===== config.mk =====
export PLATFORM = sky130hd
export DESIGN_NAME = i2c_config_seq
export DESIGN_NICKNAME = d
export VERILOG_FILES = /design/src/rtl/i2c_cfg_pkg.sv /design/src/rtl/i2c_cfg_gap_timer.sv /design/src/rtl/i2c_config_seq.sv
export SDC_FILE = /design/constraint.sdc
export NUM_CORES = 1
export LEC_CHECK = 0
export ABC_AREA = 1
export CAP_MARGIN = 25
export CORE_AREA = 10 10 79 115
export DETAILED_ROUTE_END_ITERATION = 8
export DIE_AREA = 0 0 89 125
export PLACE_DENSITY = 0.87
export SYNTH_ARGS = -nofsm -noshare
export SYNTH_HDL_FRONTEND = slang
export SYNTH_SLANG_ARGS = --single-unit

===== constraint.sdc =====
create_clock -name clk -period 3.8 [get_ports clk]
set_clock_uncertainty 0.1 [all_clocks]
set_input_delay 0.57 -clock clk [delete_from_list [all_inputs] [get_ports clk]]
set_output_delay 0.57 -clock clk [all_outputs]
set_load 0.05 [all_outputs]

===== src/rtl/i2c_cfg_pkg.sv =====
// Shared types and constants for the I2C configuration sequencer.
package i2c_cfg_pkg;

    typedef enum logic [2:0] {
        IDLE, FETCH, REQ, WAIT, GAP, DONE, ERR
    } state_t;

    localparam logic [31:0] END_MARKER = 32'hffff_ffff;

    // lut_data layout: {dev_addr, reg_addr, reg_data}
    localparam int DEV_MSB  = 31;
    localparam int DEV_LSB  = 24;
    localparam int REG_MSB  = 23;
    localparam int REG_LSB  = 8;
    localparam int DATA_MSB = 7;
    localparam int DATA_LSB = 0;

endpackage


===== src/rtl/i2c_cfg_gap_timer.sv =====
// Loadable down-counter; expire is high while running with the count at zero.
module i2c_cfg_gap_timer #(
    parameter int W = 8
) (
    input  logic         clk,
    input  logic         rst_n,
    input  logic         load,
    input  logic [W-1:0] load_val,
    input  logic         run,
    output logic         expire
);

    logic [W-1:0] cnt;

    always_ff @(posedge clk or negedge rst_n) begin
        if (!rst_n)                 cnt <= '0;
        else if (load)              cnt <= load_val;
        else if (run && cnt != '0)  cnt <= cnt - 1'b1;
    end

    assign expire = run && (cnt == '0);

endmodule


===== src/rtl/i2c_config_seq.sv =====
// Walks an external register table and issues one I2C write per entry.
// Optional NACK retry is enabled by defining I2C_CFG_RETRY_EN.
module i2c_config_seq
    import i2c_cfg_pkg::*;
#(
    parameter int LUT_DEPTH      = 10,
    parameter int REG_ADDR_BYTES = 2,
    parameter int GAP_CYCLES     = 1000,
    parameter int MAX_RETRY      = 3
) (
    input  logic        clk,
    input  logic        rst_n,
    input  logic        start,
    output logic [9:0]  lut_index,
    input  logic [31:0] lut_data,
    output logic        i2c_req,
    output logic [7:0]  i2c_dev_addr,
    output logic [15:0] i2c_reg_addr,
    output logic [7:0]  i2c_reg_data,
    output logic        i2c_addr_2byte,
    input  logic        i2c_done,
    input  logic        i2c_nack,
    output logic        busy,
    output logic        done,
    output logic        error,
    output logic [9:0]  err_index
);

    localparam int GW = $clog2(GAP_CYCLES + 2);

    state_t      state, nxt;
    logic [10:0] idx;          // one bit wider so LUT_DEPTH==1024 is reachable
    logic        gap_load, gap_expire, can_retry, retry_pend;

    assign lut_index      = idx[9:0];
    assign i2c_addr_2byte = (REG_ADDR_BYTES == 2);

`ifdef I2C_CFG_RETRY_EN
    localparam int RW = $clog2(MAX_RETRY + 2);
    logic [RW-1:0] retry_cnt;

    assign can_retry = (retry_cnt < RW'(MAX_RETRY));

    always_ff @(posedge clk or negedge rst_n) begin
        if (!rst_n) begin
            retry_cnt  <= '0;
            retry_pend <= 1'b0;
        end else if (state == IDLE && start) begin
            retry_cnt  <= '0;
            retry_pend <= 1'b0;
        end else if (state == WAIT && i2c_done) begin
            if (!i2c_nack) begin
                retry_cnt  <= '0;
                retry_pend <= 1'b0;
            end else if (can_retry) begin
                retry_cnt  <= retry_cnt + 1'b1;
                retry_pend <= 1'b1;
            end
        end else if (gap_expire) begin
            retry_pend <= 1'b0;
        end
    end
`else
    assign can_retry  = 1'b0;
    assign retry_pend = 1'b0;
`endif

    assign gap_load = (state == WAIT) && i2c_done && (!i2c_nack || can_retry);

    i2c_cfg_gap_timer #(.W(GW)) u_gap (
        .clk      (clk),
        .rst_n    (rst_n),
        .load     (gap_load),
        .load_val (GW'(GAP_CYCLES)),
        .run      (state == GAP),
        .expire   (gap_expire)
    );

    always_ff @(posedge clk or negedge rst_n) begin
        if (!rst_n) state <= IDLE;
        else        state <= nxt;
    end

    always_comb begin
        nxt = state;
        case (state)
            IDLE:  if (start) nxt = FETCH;
            FETCH: nxt = (idx == 11'(LUT_DEPTH) || lut_data == END_MARKER) ? DONE : REQ;
            REQ:   nxt = WAIT;
            WAIT:  if (i2c_done) nxt = (!i2c_nack || can_retry) ? GAP : ERR;
            GAP:   if (gap_expire) nxt = retry_pend ? REQ : FETCH;
            DONE:  nxt = IDLE;
            ERR:   nxt = IDLE;
            default: nxt = IDLE;
        endcase
    end

    always_ff @(posedge clk or negedge rst_n) begin
        if (!rst_n) begin
            idx          <= '0;
            i2c_req      <= 1'b0;
            i2c_dev_addr <= '0;
            i2c_reg_addr <= '0;
            i2c_reg_data <= '0;
            busy         <= 1'b0;
            done         <= 1'b0;
            error        <= 1'b0;
            err_index    <= '0;
        end else begin
            case (state)
                IDLE: if (start) begin
                    idx   <= '0;
                    done  <= 1'b0;
                    error <= 1'b0;
                    busy  <= 1'b1;
                end
                FETCH: if (nxt == REQ) begin
                    i2c_dev_addr <= lut_data[DEV_MSB:DEV_LSB];
                    i2c_reg_addr <= {(REG_ADDR_BYTES == 2) ? lut_data[REG_MSB:REG_MSB-7] : 8'h00,
                                     lut_data[REG_LSB+7:REG_LSB]};
                    i2c_reg_data <= lut_data[DATA_MSB:DATA_LSB];
                end
                REQ:  i2c_req <= 1'b1;
                WAIT: if (i2c_done) begin
                    i2c_req <= 1'b0;
                    if (i2c_nack && !can_retry) err_index <= idx[9:0];
                end
                GAP:  if (gap_expire && !retry_pend) idx <= idx + 1'b1;
                DONE: begin
                    done <= 1'b1;
                    busy <= 1'b0;
                end
                ERR: begin
                    error <= 1'b1;
                    busy  <= 1'b0;
                end
                default: ;
            endcase
        end
    end

endmodule


==> results of run 1 <==
==> routing by layer <==
metal | part of all wire | vias up
met2 | 0.52 | 104
met5 | 0 | -
met4 | 0.042 | 0
met3 | 0.062 | 24
met1 | 0.38 | 1580
li1 | - | 1635
==> Yosys cell counts, drive strengths merged <==
library cell,count
inv,36
ha,4
nand3b,2
clkbuf,6
buf,23
nand3,37
dfrtp,70
a21oi,2
nand2,164
nand4,41
o22ai,1
nor3,4
xor2,4
conb,1
o21ai,31
nor2,30
==> worst paths after layout <==
| check | to | slack [ns] | cells after the start |
|---|---|---|---|
| min in group clk | i2c_reg_addr[15] | 0.37 | 2 |
| max in group asynchronous | i2c_reg_addr[1] | 2.54 | 2 |
| setup / recovery | i2c_reg_data[5] | 1.38 | 9 |
| setup reg to reg | i2c_reg_data[5] | 1.38 | 9 |
| hold / removal | u_gap.cnt[4] | 0.1 | 1 |
| hold reg to reg | i2c_reg_addr[15] | 0.37 | 2 |
==> flip-flops by register name, summed over array words and instances, names as in the netlist <==
register      cells
i2c_reg_addr     16
idx              11
err_index        10
u_gap.cnt        10
i2c_dev_addr      8
i2c_reg_data      8
state             3
busy              1
done              1
error             1
i2c_req           1
==> through the flow <==
stage | setup slack [ns] | hold slack [ns]
CTS | 1.40 | 0.123
finish | 1.38 | 0.0968
floorplan | 2.18 | 0.174
global placement | 1.47 | 0.353
global route | 1.16 | 0.140
detailed placement | 1.41 | 0.361
==> layout make-up <==
type | count | area, um^2
fillers | 553 | 2370
multi-input cells | 321 | 1580
clock inverters | 6 | 61.3
well taps | 80 | 100
flip-flops and latches | 70 | 1750
clock buffers | 10 | 138
inverters | 36 | 135
repair buffers | 96 | 946
==> kinds of logic after synthesis <==
group,synth area share
AOI/OAI and AO/OA,0.0551
xor gates and xnor gates,0.00958
adders and majority gates,0.0137
buffers and inverters,0.0886
DFF,0.479
other,0.00103
and+or+nand+nor,0.353
==> worst reg2reg max path: cells and delay by family (launching register included) <==
family	cells	cell delay [ns]
adders and majority gates	1	0.20
buffers and inverters	2	0.42
and+or+nand+nor	6	1.07
DFF	1	0.50
==> where the power goes <==
part	internal, W	switching (W)
registers	0.00102	0.000195
clock network	0.000318	0.000286
logic	0.000677	0.00143
total	0.00202	0.00191
==> qor.csv, run 1 <==
metric,value,unit
run status,"complete, no violations",
H-tree levels,3,
initial drt markers,240,
post-route core utilization,0.665,
mapped cell area,3660,um^2
RSZ-0062 raised after global routing,false,
Core Area,7080,um^2
Pins Over Slew Limit,0,
"commonest non-fill, non-tap cell in the layout",nand2_1,
Final Non-Filler Cells,619,
via count,3343,
Syn Nets,497,
Critical Path Start Type,flop,
met1 Usage GRT,0.192,
DRC Markers,0,
CP peak stage delay,0.56,ns
Worst slew margin,0.575,
Starting Density,0.516,
die area,11100,um^2
pin count of the biggest net entering global routing,47,
top post-synthesis cells by area,"dfrtp_1 (48%), nand2_1 (16%), nand4_1 (7.0%), nand3_1 (4.7%), inv_1 (3.2%)",
final instance area,4710,um^2
Global Route met3 Usage,0.0429,
Max Clk Rate,413,MHz
Bufs and invs on worst path,2,
DRT Pass-1 Iters,5,
"area leader, netlist",dfrtp_1,
Vias/cell,5.40,
# hold bufs at CTS,0,
maximum fanout along the worst path,34,
reg2reg start,idx[0],
post-cts gate resize count,0,
"Slowest-stage cell, CP",nand3_2,
CTS tree,done,
nets,575,
Die Height,125,um
DRT antenna net count,0,
post-synthesis sequential area ratio,0.479,
I/O Pins,94,
Row Count,38,
"commonest non-fill, non-tap cells in the layout","nand2_1 (159), clkdlybuf4s50_1 (91), dfrtp_1 (70), nand4_1 (41), nand3_1 (34)",
first-pass GRT wire length,15.4,mm
area added between synthesis and finish,28.9,%
Worst path most repeated cell,nand2_1,
Pleak,2.22,nW
Yosys warning count,0,
Post-DP Area,4510,um^2
Unique masters post-synth,28,
final setup violation count,0,
met2 Use GR,0.288,
VDD IR max,0.473,mV
antenna cells,0,
area share of the largest cell type after synthesis,0.479,
CP Capture Type,flop,
root buffer cell,clkbuf_8,
Setup Buffers After CTS,0,
Final Cycle Share,0.637,
share of post-route cells with drive strength above 1,0.0891,
Port Buffers,92,
placed insts,603,
Critical path origin,idx[0],
DIE WIDTH,89,um
Post-Synthesis Cells,456,
WS Path Type,reg2reg,
Fin. Hold Viols,0,
Top Family by Delay on Critical Path,simple AND/OR/NAND/NOR gates,
total power,0.00393,W
clock buffer count from CTS,9,
Slew @ Worst Pin,0.636,ns
Worst-path clk slew,0.07,ns
register bit total from synthesis,70,
worst skew pair latency,0.35,ns
RD Place Congestion,0.929,
Final TNS setup,0,ns
post-DR wirelength/cell,15.3,um
CP required,3.94,ns
GRT Total Usage,0.175,
worst-path cell chain,inv_1 > ha_1 > nand2_1 > nor3_1 > nand3_2 > buf_4 > nand3_2 > nand2_1 > nand2_1,
Min-Delay Path Class,in2async,
CTS sink cnt,70,
WL final,9.50,mm
vias in the first global route,3217,
Max Cap Viol,0,
GR peak layer,met2,
initial antenna violation count,0,
"Avg Cell Area, Syn",8.02,um^2
crit path DAT,2.56,ns
hpwl dp,7.04,mm
pwr dens,834,nW/um^2
clk buf depth,2,
Tmin final,2.42,ns
total grt overflow,0,
No activity file was read; power rests on OpenSTA's default activity.
==> inputs of run 2 (changes only) <==
- CORE_AREA: 10 10 79 115 -> 10 10 82 119
- DIE_AREA: 0 0 89 125 -> 0 0 92 129
- PLACE_DENSITY: 0.87 -> 0.82
- clock period: 3.8 -> 2.4 ns (I/O delays scaled with it)
==> run 2 against run 1 <==
Sequential cell count did not move. Die area is 6.7% higher. Highest routed layer unchanged. Global-route usage fell by 0.77 points. Critical path type is now reg2out. Largest cell class unchanged. Core utilization down 2.1 points. Critical endpoint is now lut_index[6].
==> qor.csv, run 2 (synthesized netlist as in run 1, its figures left out) <==
metric,value,unit,change
crit path DAT,1.69,ns,-0.87 ns
VDD IR max,1.04,mV,+120%
Vias/cell,5.21,,-3.6%
Row Count,39,,+2.6%
pwr dens,1360,nW/um^2,+63%
Worst Slack Setup Final,0.250,ns,-1.13 ns
Max Cap Viol,0,,unchanged
Min Hold Slack,0.370,ns,+0.273 ns
post-route core utilization,0.644,,-0.0215
nets,579,,+0.70%
Worst Hold Depth,2,,
DRT Pass-1 Iters,5,,unchanged
Worst-path clk slew,0.05,ns,-0.02 ns
vias in the first global route,3310,,+2.9%
Largest Register,i2c_reg_addr,,
Min-Delay Path Class,reg2reg,,
min-delay src,i2c_reg_addr[9],,
final setup violation count,0,,unchanged
Critical Path Start Type,flop,,
DRC Markers,0,,unchanged
Critical path origin,idx[6],,
Pins Over Slew Limit,0,,unchanged
post-DR wirelength/cell,15.1,um,-1.7%
number of flip-flops in the largest register,16,,unchanged
first-pass GRT wire length,16.2,mm,+4.9%
CP peak stage delay,0.87,ns,+0.31 ns
Die Height,129,um,+3.2%
# hold bufs at CTS,1,,+1
maximum fanout along the worst path,7,,-79%
"commonest non-fill, non-tap cells in the layout","nand2_1 (159), clkdlybuf4s50_1 (91), dfrtp_1 (70), nand4_1 (41), nand3_1 (34)",,
run status,"complete, no violations",,
Tmin final,2.15,ns,
I/O Pins,94,,unchanged
Pleak,2.29,nW,+3.1%
total power,0.00668,W,+70%
reg2reg start,state[2],,
CP Capture Type,output port,,
Starting Density,0.480,,-0.0358
via count,3359,,+0.48%
share of post-route cells with drive strength above 1,0.0921,,+0.00303
antenna cells,0,,unchanged
GRT Total Usage,0.167,,-0.00773
R2R Setup Slk,0.57,ns,-0.81 ns
hpwl dp,7.30,mm,+3.6%
CTS tree,done,,
CP required,1.94,ns,-2.00 ns
worst skew pair latency,0.33,ns,-0.02 ns
Max Clk Rate,465,MHz,
Core Area,7610,um^2,+7.5%
Port Buffers,92,,unchanged
DIE WIDTH,92,um,+3.4%
Hold Path Sink,i2c_reg_addr[9],,
initial drt markers,194,,-19%
RD Place Congestion,0.868,,-6.6%
H-tree levels,3,,unchanged
RSZ-0062 raised after global routing,false,,
WL final,9.72,mm,+2.4%
post-cts gate resize count,0,,unchanged
pin count of the biggest net entering global routing,36,,-23%
Worst slew margin,0.622,,+0.0470
Final TNS setup,0,ns,unchanged
Slew @ Worst Pin,0.565,ns,-0.0711 ns
Final Cycle Share,0.896,,
total grt overflow,0,,unchanged
area added between synthesis and finish,34.0,%,
clock buffer count from CTS,9,,unchanged
Setup Buffers After CTS,0,,unchanged
CTS sink cnt,70,,unchanged
R2R cell count,6,,-3
RR Endpoint,err_index[2],,
Bufs and invs on worst path,1,,-1
Fin. Hold Viols,0,,unchanged
clk buf depth,2,,unchanged
"Slowest-stage cell, CP",clkdlybuf4s50_1,,
die area,11900,um^2,+6.7%
initial antenna violation count,0,,unchanged
DRT antenna net count,0,,unchanged
Regs by FF count,"i2c_reg_addr x16, idx x11",,
pre-CTS setup slack,0.277,ns,-1.13 ns
"commonest non-fill, non-tap cell in the layout",nand2_1,,
root buffer cell,clkbuf_16,,
Top Family by Delay on Critical Path,buffers and inverters,,
worst-path cell chain,clkdlybuf4s50_1,,
WS Path Type,reg2out,,
[run 2: worst max-delay path by stage]
stage          cells past startpoint  slack, ns            to
6_report                           1       0.25  lut_index[6]
5_1_grt                            1       0.21  lut_index[6]
4_1_cts                            1       0.25  lut_index[6]
3_5_place_dp                       9       0.28      state[1]
3_3_place_gp                       9       0.35      state[1]
2_1_floorplan                      8       0.78      state[1]
[run 2: per-layer routing]
metal  wire length [um]  track usage
met5                  0            0
met1               3560        0.173
met3                591       0.0553
met4                333       0.0856
met2               5240        0.293
[run 2: cell type report]
class | instances | area (um^2)
clock buffer | 11 | 243
clock inverter | 5 | 58.8
fill | 674 | 2710
inverter | 36 | 135
multi-input combinational | 321 | 1580
sequential | 70 | 1750
tap | 102 | 128
timing repair buffer | 100 | 1000
[run 2: stage by stage]
stage               instance area (um^2)  cells
floorplan                           3660    456
global placement                    4590    628
detailed placement                  4590    628
CTS                                 4900    645
global route                        4900    645
finish                              4900    645
[run 2: report_power, final]
group	total (W)	internal (W)	switching (W)
logic	0.00342	0.00111	0.00232
registers	0.00194	0.00162	0.000313
clock network	0.00131	0.000832	0.000481
total	0.00668	0.00356	0.00311
